## config.mk

```make
export PLATFORM = sky130hd
export DESIGN_NAME = fifo_serial_drain_flat
export DESIGN_NICKNAME = d
export VERILOG_FILES = /design/src/rtl/fifo_serial_drain_if.sv /design/src/rtl/fifo_serial_drain.sv /design/src/flat_wrapper.sv
export SDC_FILE = /design/constraint.sdc
export NUM_CORES = 1
export LEC_CHECK = 0
export CAP_MARGIN = 15
export CORE_MARGIN = 5
export CORE_UTILIZATION = 54
export DETAILED_ROUTE_END_ITERATION = 7
export PLACE_DENSITY = 0.83
export SYNTH_ARGS = -nofsm -noshare
export SYNTH_HDL_FRONTEND = slang
export SYNTH_SLANG_ARGS = --single-unit
```

## constraint.sdc

```tcl
create_clock -name rd_clk -period 2.99 [get_ports rd_clk]
set_input_delay 0.598 -clock rd_clk [delete_from_list [all_inputs] [get_ports rd_clk]]
set_output_delay 0.598 -clock rd_clk [all_outputs]
set_load 0.01 [all_outputs]
```

## src/rtl/fifo_serial_drain_if.sv

```systemverilog
// fifo_serial_drain_if: FIFO read port as seen by the serial drain
interface fifo_serial_drain_if;
  logic rd_en;
  logic fifo_empty;
  logic [7:0] fifo_data;
  modport master (output rd_en, input fifo_empty, fifo_data);
  modport slave (input rd_en, output fifo_empty, fifo_data);
endinterface

```

## src/rtl/fifo_serial_drain.sv

```systemverilog
// fifo_serial_drain: pops FIFO bytes and shifts them out LSB-first as async frames; define PARITY_EN for an even parity bit
module fifo_serial_drain #(
  parameter int CLKS_PER_BIT = 16
) (
  input  logic                       rd_clk,
  input  logic                       reset_in,
  input  logic                       tx_en,
  fifo_serial_drain_if.master        fifo,
  output logic                       tx_out,
  output logic                       tx_busy,
  output logic [15:0]                frames_sent
);
  localparam int CW = $clog2(CLKS_PER_BIT);
`ifdef PARITY_EN
  typedef enum logic [2:0] {IDLE, POP, LOAD, START, DATA, PARITY, STOP} state_t;
  logic par;
`else
  typedef enum logic [2:0] {IDLE, POP, LOAD, START, DATA, STOP} state_t;
`endif
  state_t state, state_nx;
  logic [CW-1:0] cnt;
  logic [2:0] bit_cnt;
  logic [7:0] shift;
  logic last, go;
  assign last = cnt == CW'(CLKS_PER_BIT - 1);
  assign go = tx_en && !fifo.fifo_empty;
  always_ff @(posedge rd_clk) begin
    if (reset_in) begin
      state       <= IDLE;
      cnt         <= '0;
      bit_cnt     <= '0;
      shift       <= '0;
      frames_sent <= '0;
`ifdef PARITY_EN
      par         <= 1'b0;
`endif
    end else begin
      state <= state_nx;
      cnt   <= (state == LOAD || last) ? '0 : cnt + 1'b1;
      if (state == LOAD) begin
        shift   <= fifo.fifo_data;
        bit_cnt <= '0;
`ifdef PARITY_EN
        par     <= ^fifo.fifo_data;
`endif
      end else if (state == DATA && last) begin
        shift   <= shift >> 1;
        bit_cnt <= bit_cnt + 1'b1;
      end
      if (state == STOP && last) frames_sent <= frames_sent + 1'b1;
    end
  end
  always_comb begin
    state_nx = state;
    case (state)
      IDLE:   state_nx = go ? POP : IDLE;
      POP:    state_nx = LOAD;
      LOAD:   state_nx = START;
      START:  if (last) state_nx = DATA;
`ifdef PARITY_EN
      DATA:   if (last && bit_cnt == 3'd7) state_nx = PARITY;
      PARITY: if (last) state_nx = STOP;
`else
      DATA:   if (last && bit_cnt == 3'd7) state_nx = STOP;
`endif
      STOP:   if (last) state_nx = go ? POP : IDLE;
      default: state_nx = IDLE;
    endcase
  end
  // outputs decode registered state only, so fifo_empty never reaches rd_en combinationally
  assign fifo.rd_en = state == POP;
  assign tx_busy = state != IDLE;
`ifdef PARITY_EN
  assign tx_out = state == START ? 1'b0 : state == DATA ? shift[0] : state == PARITY ? par : 1'b1;
`else
  assign tx_out = state == START ? 1'b0 : state == DATA ? shift[0] : 1'b1;
`endif
endmodule

```

## src/flat_wrapper.sv

```systemverilog
// flat-port wrapper written by rule: the top's interface ports become plain ports
module fifo_serial_drain_flat 
#(
  parameter int CLKS_PER_BIT = 16
)
  (rd_clk, reset_in, tx_en, tx_out, tx_busy, frames_sent, fifo_rd_en, fifo_fifo_empty, fifo_fifo_data);
  fifo_serial_drain_if fifo_i ();
  input  logic rd_clk;
  input  logic reset_in;
  input  logic tx_en;
  output logic tx_out;
  output logic tx_busy;
  output logic [15:0] frames_sent;
  output wire logic [$bits(fifo_i.rd_en)-1:0] fifo_rd_en;
  input wire logic [$bits(fifo_i.fifo_empty)-1:0] fifo_fifo_empty;
  input wire logic [$bits(fifo_i.fifo_data)-1:0] fifo_fifo_data;
  assign fifo_rd_en = fifo_i.rd_en;
  assign fifo_i.fifo_empty = fifo_fifo_empty;
  assign fifo_i.fifo_data = fifo_fifo_data;
  fifo_serial_drain #(.CLKS_PER_BIT(CLKS_PER_BIT)) u_core (.rd_clk(rd_clk), .reset_in(reset_in), .tx_en(tx_en), .fifo(fifo_i), .tx_out(tx_out), .tx_busy(tx_busy), .frames_sent(frames_sent));
endmodule
```

* Yosys cells after proc, flatten, opt, wreduce, memory -nomap -nowiden *
Cells that the tools add are included.

storage, ports and cells
  output and inout port bits = 19
  bits in latches = 0
  memories kept = 0
  bits of input ports = 12
  register bits after elaboration = 34
  memory bits (writable) = 0
  memory bits (read-only) = 0
  word-level logic and storage cells = 39

operators by class
  multiply operators = 0
  bitwise logic cells = 0
  muxes and demuxes = 9
  shift-type cells = 0
  $lt $le $gt $ge = 0
  reductions and logical operators = 12
  eq/ne operators = 10
  $add $sub $neg = 3
  divide/modulo/power cells = 0

operators with widths
  operator                                             number
  one-hot mux 3 bit (6 select lines)                   1
  adder 16 x 1 -> 16 bit, second input constant        1
  two-way mux 8 bit                                    2
  equality test 3 bit, second input constant           3
  two-way mux 3 bit                                    3
  equality test 3 x 2 -> 1 bit, second input constant  2
  != test 2 x 1 -> 1 bit, second input constant        3
  adder 4 x 1 -> 4 bit, second input constant          1
  equality test 4 bit, second input constant           1
  logical AND 1 bit                                    4
  OR reduction 2 bit                                   2
  adder 3 x 1 -> 3 bit, second input constant          1
  equality test 3 x 1 -> 1 bit, second input constant  1
  logical NOT 3 bit                                    1
  two-way mux 1 bit                                    3
  AND reduction 3 bit                                  1
  nonzero test 3 bit                                   1
  nonzero test 2 bit                                   1
  logical NOT 1 bit                                    1
  logical OR 1 bit                                     1

* Longest topological paths before layout *
  word-level depth = 5
  gate-level depth with buffers = 6
  depth with buffers taken out = 5

* Least setup slack after synthesis *
OpenSTA, ideal clock, no wires.

  kind = register to register
  start point = reg u_core.cnt[0]
  end point = reg u_core.frames_sent[15]
  period minus slack after synthesis = 1968 ps
  cell stages (with the launch flop) = 7
  arrival time = 1898 ps
  required time = 2920 ps
  buffers on the path = 1
  setup slack = 1022 ps
  library setup time = 70 ps
  path through = dfxtp_1 -> ha_1 -> nand3_4 -> or4_1 -> buf_2 -> or4_1 -> a21oi_1

on the way
  cells in the longest elaborated chain, start to end = 2

ends and longest elaborated chain
  element                   RTL line                 text
  start: declaration        fifo_serial_drain.sv:21  logic [CW-1:0] cnt;
  start signal: assignment  fifo_serial_drain.sv:39  cnt <= (state == LOAD || last) ? '0 : cnt + 1'b1;
  equality test 4 bit       fifo_serial_drain.sv:25  assign last = cnt == CW'(CLKS_PER_BIT - 1);
  logical AND 1 bit         fifo_serial_drain.sv:50  if (state == STOP && last) frames_sent <= frames_sent + 1'b1;
  end signal: assignment    fifo_serial_drain.sv:50
  end: declaration          fifo_serial_drain.sv:11  output logic [15:0] frames_sent

No other way between the ends.
A chain may end at the register's enable or synchronous reset.

* Worst setup path after layout *
  start point = reg u_core.state[1]
  end point = out tx_out

on the way
  cells in the longest elaborated chain, start to end = 3
  elaborated cells between the ends (all ways) = 4
  those cells by class = eq/ne: 2; mux: 2

ends and longest elaborated chain
  element                   RTL line                 text
  start: declaration        fifo_serial_drain.sv:20  state_t state, state_nx;
  start signal: assignment  fifo_serial_drain.sv:38  state <= state_nx;
  equality test 3 bit       fifo_serial_drain.sv:76  assign tx_out = state == START ? 1'b0 : state == DATA ? shift[0] : 1'b1;
  two-way mux 1 bit         fifo_serial_drain.sv:76
  two-way mux 1 bit (*)     fifo_serial_drain.sv:76
  end: declaration          flat_wrapper.sv:11       output logic tx_out;

Mark *: on every way between the ends. The rest lies on a longest branch, timed or not.

==> flow_results.xml <==
<?xml version="1.0" encoding="UTF-8"?>
<metrics>
  <group name="outcome">
    <metric name="status" unit="">completed</metric>
  </group>
  <group name="run">
    <metric name="max_cap_violations" unit="">0</metric>
  </group>
  <group name="synth">
    <metric name="synth_cell_types" unit="">36</metric>
    <metric name="synthesis.nets" unit="">202</metric>
    <metric name="synth-seq-cells" unit="">34</metric>
    <metric name="synth_flop_cell" unit="">dfxtp_1</metric>
    <metric name="postSynthAreaPerCell" unit="sq um">8.35</metric>
    <metric name="yosys_warn_count" unit="">0</metric>
    <metric name="syn-cell-area" unit="sq mm">0.00155</metric>
    <metric name="synth_edf_count" unit="">0</metric>
    <metric name="ys_async_sr_fraction" unit="%">0</metric>
    <metric name="syn-instance-count" unit="">186</metric>
    <metric name="sequential_fraction_of_the_synthesis_area" unit="%">43.8</metric>
  </group>
  <group name="detailed_routing">
    <metric name="avgRoutedWirePerCell" unit="microns">13.7</metric>
    <metric name="first_pass_iters" unit="">4</metric>
    <metric name="vias_per_cell" unit="">5.77</metric>
    <metric name="via_count" unit="">1425</metric>
    <metric name="final_antenna_net_count" unit="">0</metric>
    <metric name="drcViolationCount" unit="">0</metric>
    <metric name="drtIter0Drc" unit="">71</metric>
    <metric name="wirelength" unit="mm">3.38</metric>
  </group>
  <group name="die">
    <metric name="start_util" unit="%">56.4</metric>
    <metric name="floorplan.core_area" unit="sq mm">0.00276</metric>
    <metric name="ios" unit="">31</metric>
    <metric name="die_height" unit="microns">63.6</metric>
    <metric name="floorplan.die.width" unit="microns">63.6</metric>
    <metric name="die_footprint" unit="sq mm">0.00405</metric>
    <metric name="row_count" unit="">19</metric>
  </group>
  <group name="sta">
    <metric name="unrepaired_setup_endpoints_after_global_routing" unit="">false</metric>
    <metric name="fin_ws" unit="ns">0.557</metric>
    <metric name="setup-violations-final" unit="">0</metric>
    <metric name="maxSlewViolCount" unit="">0</metric>
    <metric name="max_slew.worst_pin.slew" unit="ns">0.652</metric>
    <metric name="layout_min_cycle_time" unit="ns">2.43</metric>
    <metric name="fin_tns_setup" unit="ns">0</metric>
    <metric name="fmax" unit="GHz">0.411</metric>
    <metric name="clock_skew" unit="ns">0.0105</metric>
    <metric name="final-hold-violation-count" unit="">0</metric>
    <metric name="fraction_of_the_cycle_the_final_worst_path_needs" unit="%">81.4</metric>
    <metric name="slew_headroom" unit="%">56.4</metric>
  </group>
  <group name="pwr">
    <metric name="power.static_leakage" unit="nW">0.635</metric>
    <metric name="p_sw" unit="mW">0.204</metric>
    <metric name="combPwrFrac" unit="%">8.4</metric>
    <metric name="power_dens_cells" unit="mW/mm^2">428</metric>
    <metric name="netSwitchingFraction" unit="%">24.8</metric>
    <metric name="p_seq_share" unit="%">58.6</metric>
    <metric name="irDropWorstVdd" unit="mV">0.368</metric>
    <metric name="p_int" unit="mW">0.618</metric>
    <metric name="share_clk_of_total_power" unit="%">33.0</metric>
  </group>
  <group name="final_layout">
    <metric name="layout_overhead_on_the_synthesized_area" unit="%">23.7</metric>
    <metric name="num-fill-cells" unit="">252</metric>
    <metric name="fin_area" unit="sq mm">0.00192</metric>
    <metric name="layout-drive-gt1-share" unit="%">5.56</metric>
    <metric name="finalCoreUtilization" unit="%">69.7</metric>
    <metric name="num-nets-final" unit="">231</metric>
    <metric name="final_cell_count_no_fill" unit="">247</metric>
    <metric name="antenna_cells" unit="">0</metric>
  </group>
  <group name="clock_network">
    <metric name="tritoncts_clock_tree" unit="">built</metric>
    <metric name="cts.clk_slew.worst_paths" unit="ns">0.10</metric>
    <metric name="post-cts-setup-buffer-count" unit="">0</metric>
    <metric name="clock_tree.buffer_depth" unit="">2</metric>
    <metric name="post_cts_hold_buffer_count" unit="">0</metric>
    <metric name="ctsHtreeMaxLevel" unit="">2</metric>
    <metric name="root_buffer_master" unit="">clkbuf_4</metric>
    <metric name="cts_bufs_inserted" unit="">5</metric>
    <metric name="post_cts_resized" unit="">0</metric>
    <metric name="clkLatencyLatePin" unit="ns">0.35</metric>
    <metric name="clock_sink_count" unit="">34</metric>
  </group>
  <group name="place">
    <metric name="dp_cells" unit="">239</metric>
    <metric name="detailed_place_hpwl" unit="mm">2.48</metric>
    <metric name="detailed_place.area" unit="sq mm">0.00186</metric>
    <metric name="worst_setup_timing_slack_at_the_placement_stage" unit="ns">0.857</metric>
    <metric name="place.gp.congestion" unit="">0.864</metric>
    <metric name="place.port_buffers" unit="">30</metric>
  </group>
  <group name="global_routing">
    <metric name="antenna_found_initial" unit="">0</metric>
    <metric name="grt-ovfl-total" unit="">0</metric>
    <metric name="grt_pass1_vias" unit="">1332</metric>
    <metric name="grt_first_pass_wirelength" unit="mm">5.89</metric>
    <metric name="globalRouteTotalUtil" unit="%">18.1</metric>
    <metric name="grt_start_max_net_pins" unit="">20</metric>
  </group>
  <group name="worst_setup_path">
    <metric name="cp-end-kind" unit="">output pin</metric>
    <metric name="worst_ep_arrival_time" unit="ns">1.84</metric>
    <metric name="criticalPathCategory" unit="">flip-flop to output pin</metric>
    <metric name="worstSetupStartpointType" unit="">flip-flop</metric>
    <metric name="required" unit="ns">2.39</metric>
    <metric name="timing.critical_path.fanout_max" unit="">12</metric>
  </group>
  <group name="worst_hold_path">
    <metric name="worst_hold_path_type" unit="">flip-flop to flip-flop</metric>
  </group>
</metrics>
routing by layer:
layer / global-route usage (%) / vias to the layer above / share of wire [%]
met2: 29.3 / 42 / 47
met1: 21.7 / 662 / 45
met3: 4.26 / 7 / 5.7
met4: 10.1 / 0 / 2.1
met5: 0 / - / 0
li1: - / 714 / -
stage by stage:
| stage | power (mW) | hold WS (ns) |
|---|---|---|
| 6_report | 0.822 | 0.463 |
| 5_1_grt | 0.856 | 0.503 |
| 4_1_cts | 0.824 | 0.465 |
| 3_5_place_dp | 0.560 | 0.450 |
| 3_3_place_gp | 0.557 | 0.430 |
| 2_1_floorplan | 0.530 | 0.417 |
cells in the final DEF (no fill, tap or decap), drive strengths merged, types with 7 or more instances in the layout:
cell type / instances
clkdlybuf4s50: 30
nor2: 23
nand2: 24
nand3: 7
xnor2: 11
clkbuf: 7
a21oi: 13
or3: 7
dfxtp: 34
a311oi: 7
layout make-up:
cell class | instances | area [sq um] | share of cell area, %
multi-input combinational | 137 | 812 | 42.3
sequential | 34 | 681 | 35.4
timing repair buffer | 31 | 308 | 16.0
clock buffer | 7 | 55.1 | 2.86
tap | 31 | 38.8 | 2.02
inverter | 6 | 22.5 | 1.17
clock inverter | 1 | 5.00 | 0.260
final timing paths:
path	from	to	slack (ns)	cells past startpoint
worst min register to register	u_core.cnt[0]	u_core.cnt[0]	0.46	1
worst min-delay path	u_core.cnt[0]	u_core.cnt[0]	0.46	1
worst max-delay path	u_core.state[1]	tx_out	0.56	3
worst max register to register	u_core.cnt[0]	u_core.frames_sent[15]	0.85	5
logic make-up (layout without fill, tap and decap cells):
| kind of cell | Yosys count | after routing | synth area share [%] |
|---|---|---|---|
| AO/OA/AOI/OAI | 32 | 32 | 13.0 |
| AND/OR/NAND/NOR | 89 | 89 | 29.2 |
| XOR/XNOR | 12 | 12 | 6.76 |
| buffers and inverters | 15 | 45 | 3.94 |
| flip-flops | 34 | 34 | 43.8 |
| adder cells (fa/ha/maj) | 4 | 4 | 3.22 |
state kept, by name, summed over array words and instances (netlist names):
name                count
u_core.frames_sent     16
u_core.state            3
u_core.shift            8
u_core.bit_cnt          3
u_core.cnt              4
Yosys cell counts (2+ instances only):
library cell   n  area [sq um]
inv_1          6          22.5
or3_1          7          43.8
and3_2         2          15.0
a2111oi_0      2          17.5
nor2_1        23          86.3
clkbuf_1       6          22.5
o21ai_0        6          30.0
nor4_1         3          18.8
nand4_1        3          18.8
nor2b_1        3          18.8
a21oi_1       13          65.1
xnor2_1       11          96.3
nand2_1       24          90.1
dfxtp_1       34           681
and3_1         2          12.5
nor3_1         6          30.0
a311oi_1       7          61.3
or4_1          2          15.0
nand3_1        6          30.0
ha_1           4          50.1
power by group through the flow:
stage | Clock, mW | Combinational (mW) | Sequential [mW]
2_1_floorplan | 0 | 0.0454 | 0.485
3_3_place_gp | 0 | 0.0664 | 0.491
3_5_place_dp | 0 | 0.0688 | 0.492
4_1_cts | 0.273 | 0.0694 | 0.482
5_1_grt | 0.295 | 0.0770 | 0.484
6_report | 0.271 | 0.0691 | 0.482
critical path: stages (launching register included):
cell and delay [ns]:
dfxtp_1 0.53, nor2b_1 0.33, a21oi_1 0.12, clkdlybuf4s50_1 0.50
Note: power is estimated with default switching activity, not from simulation.
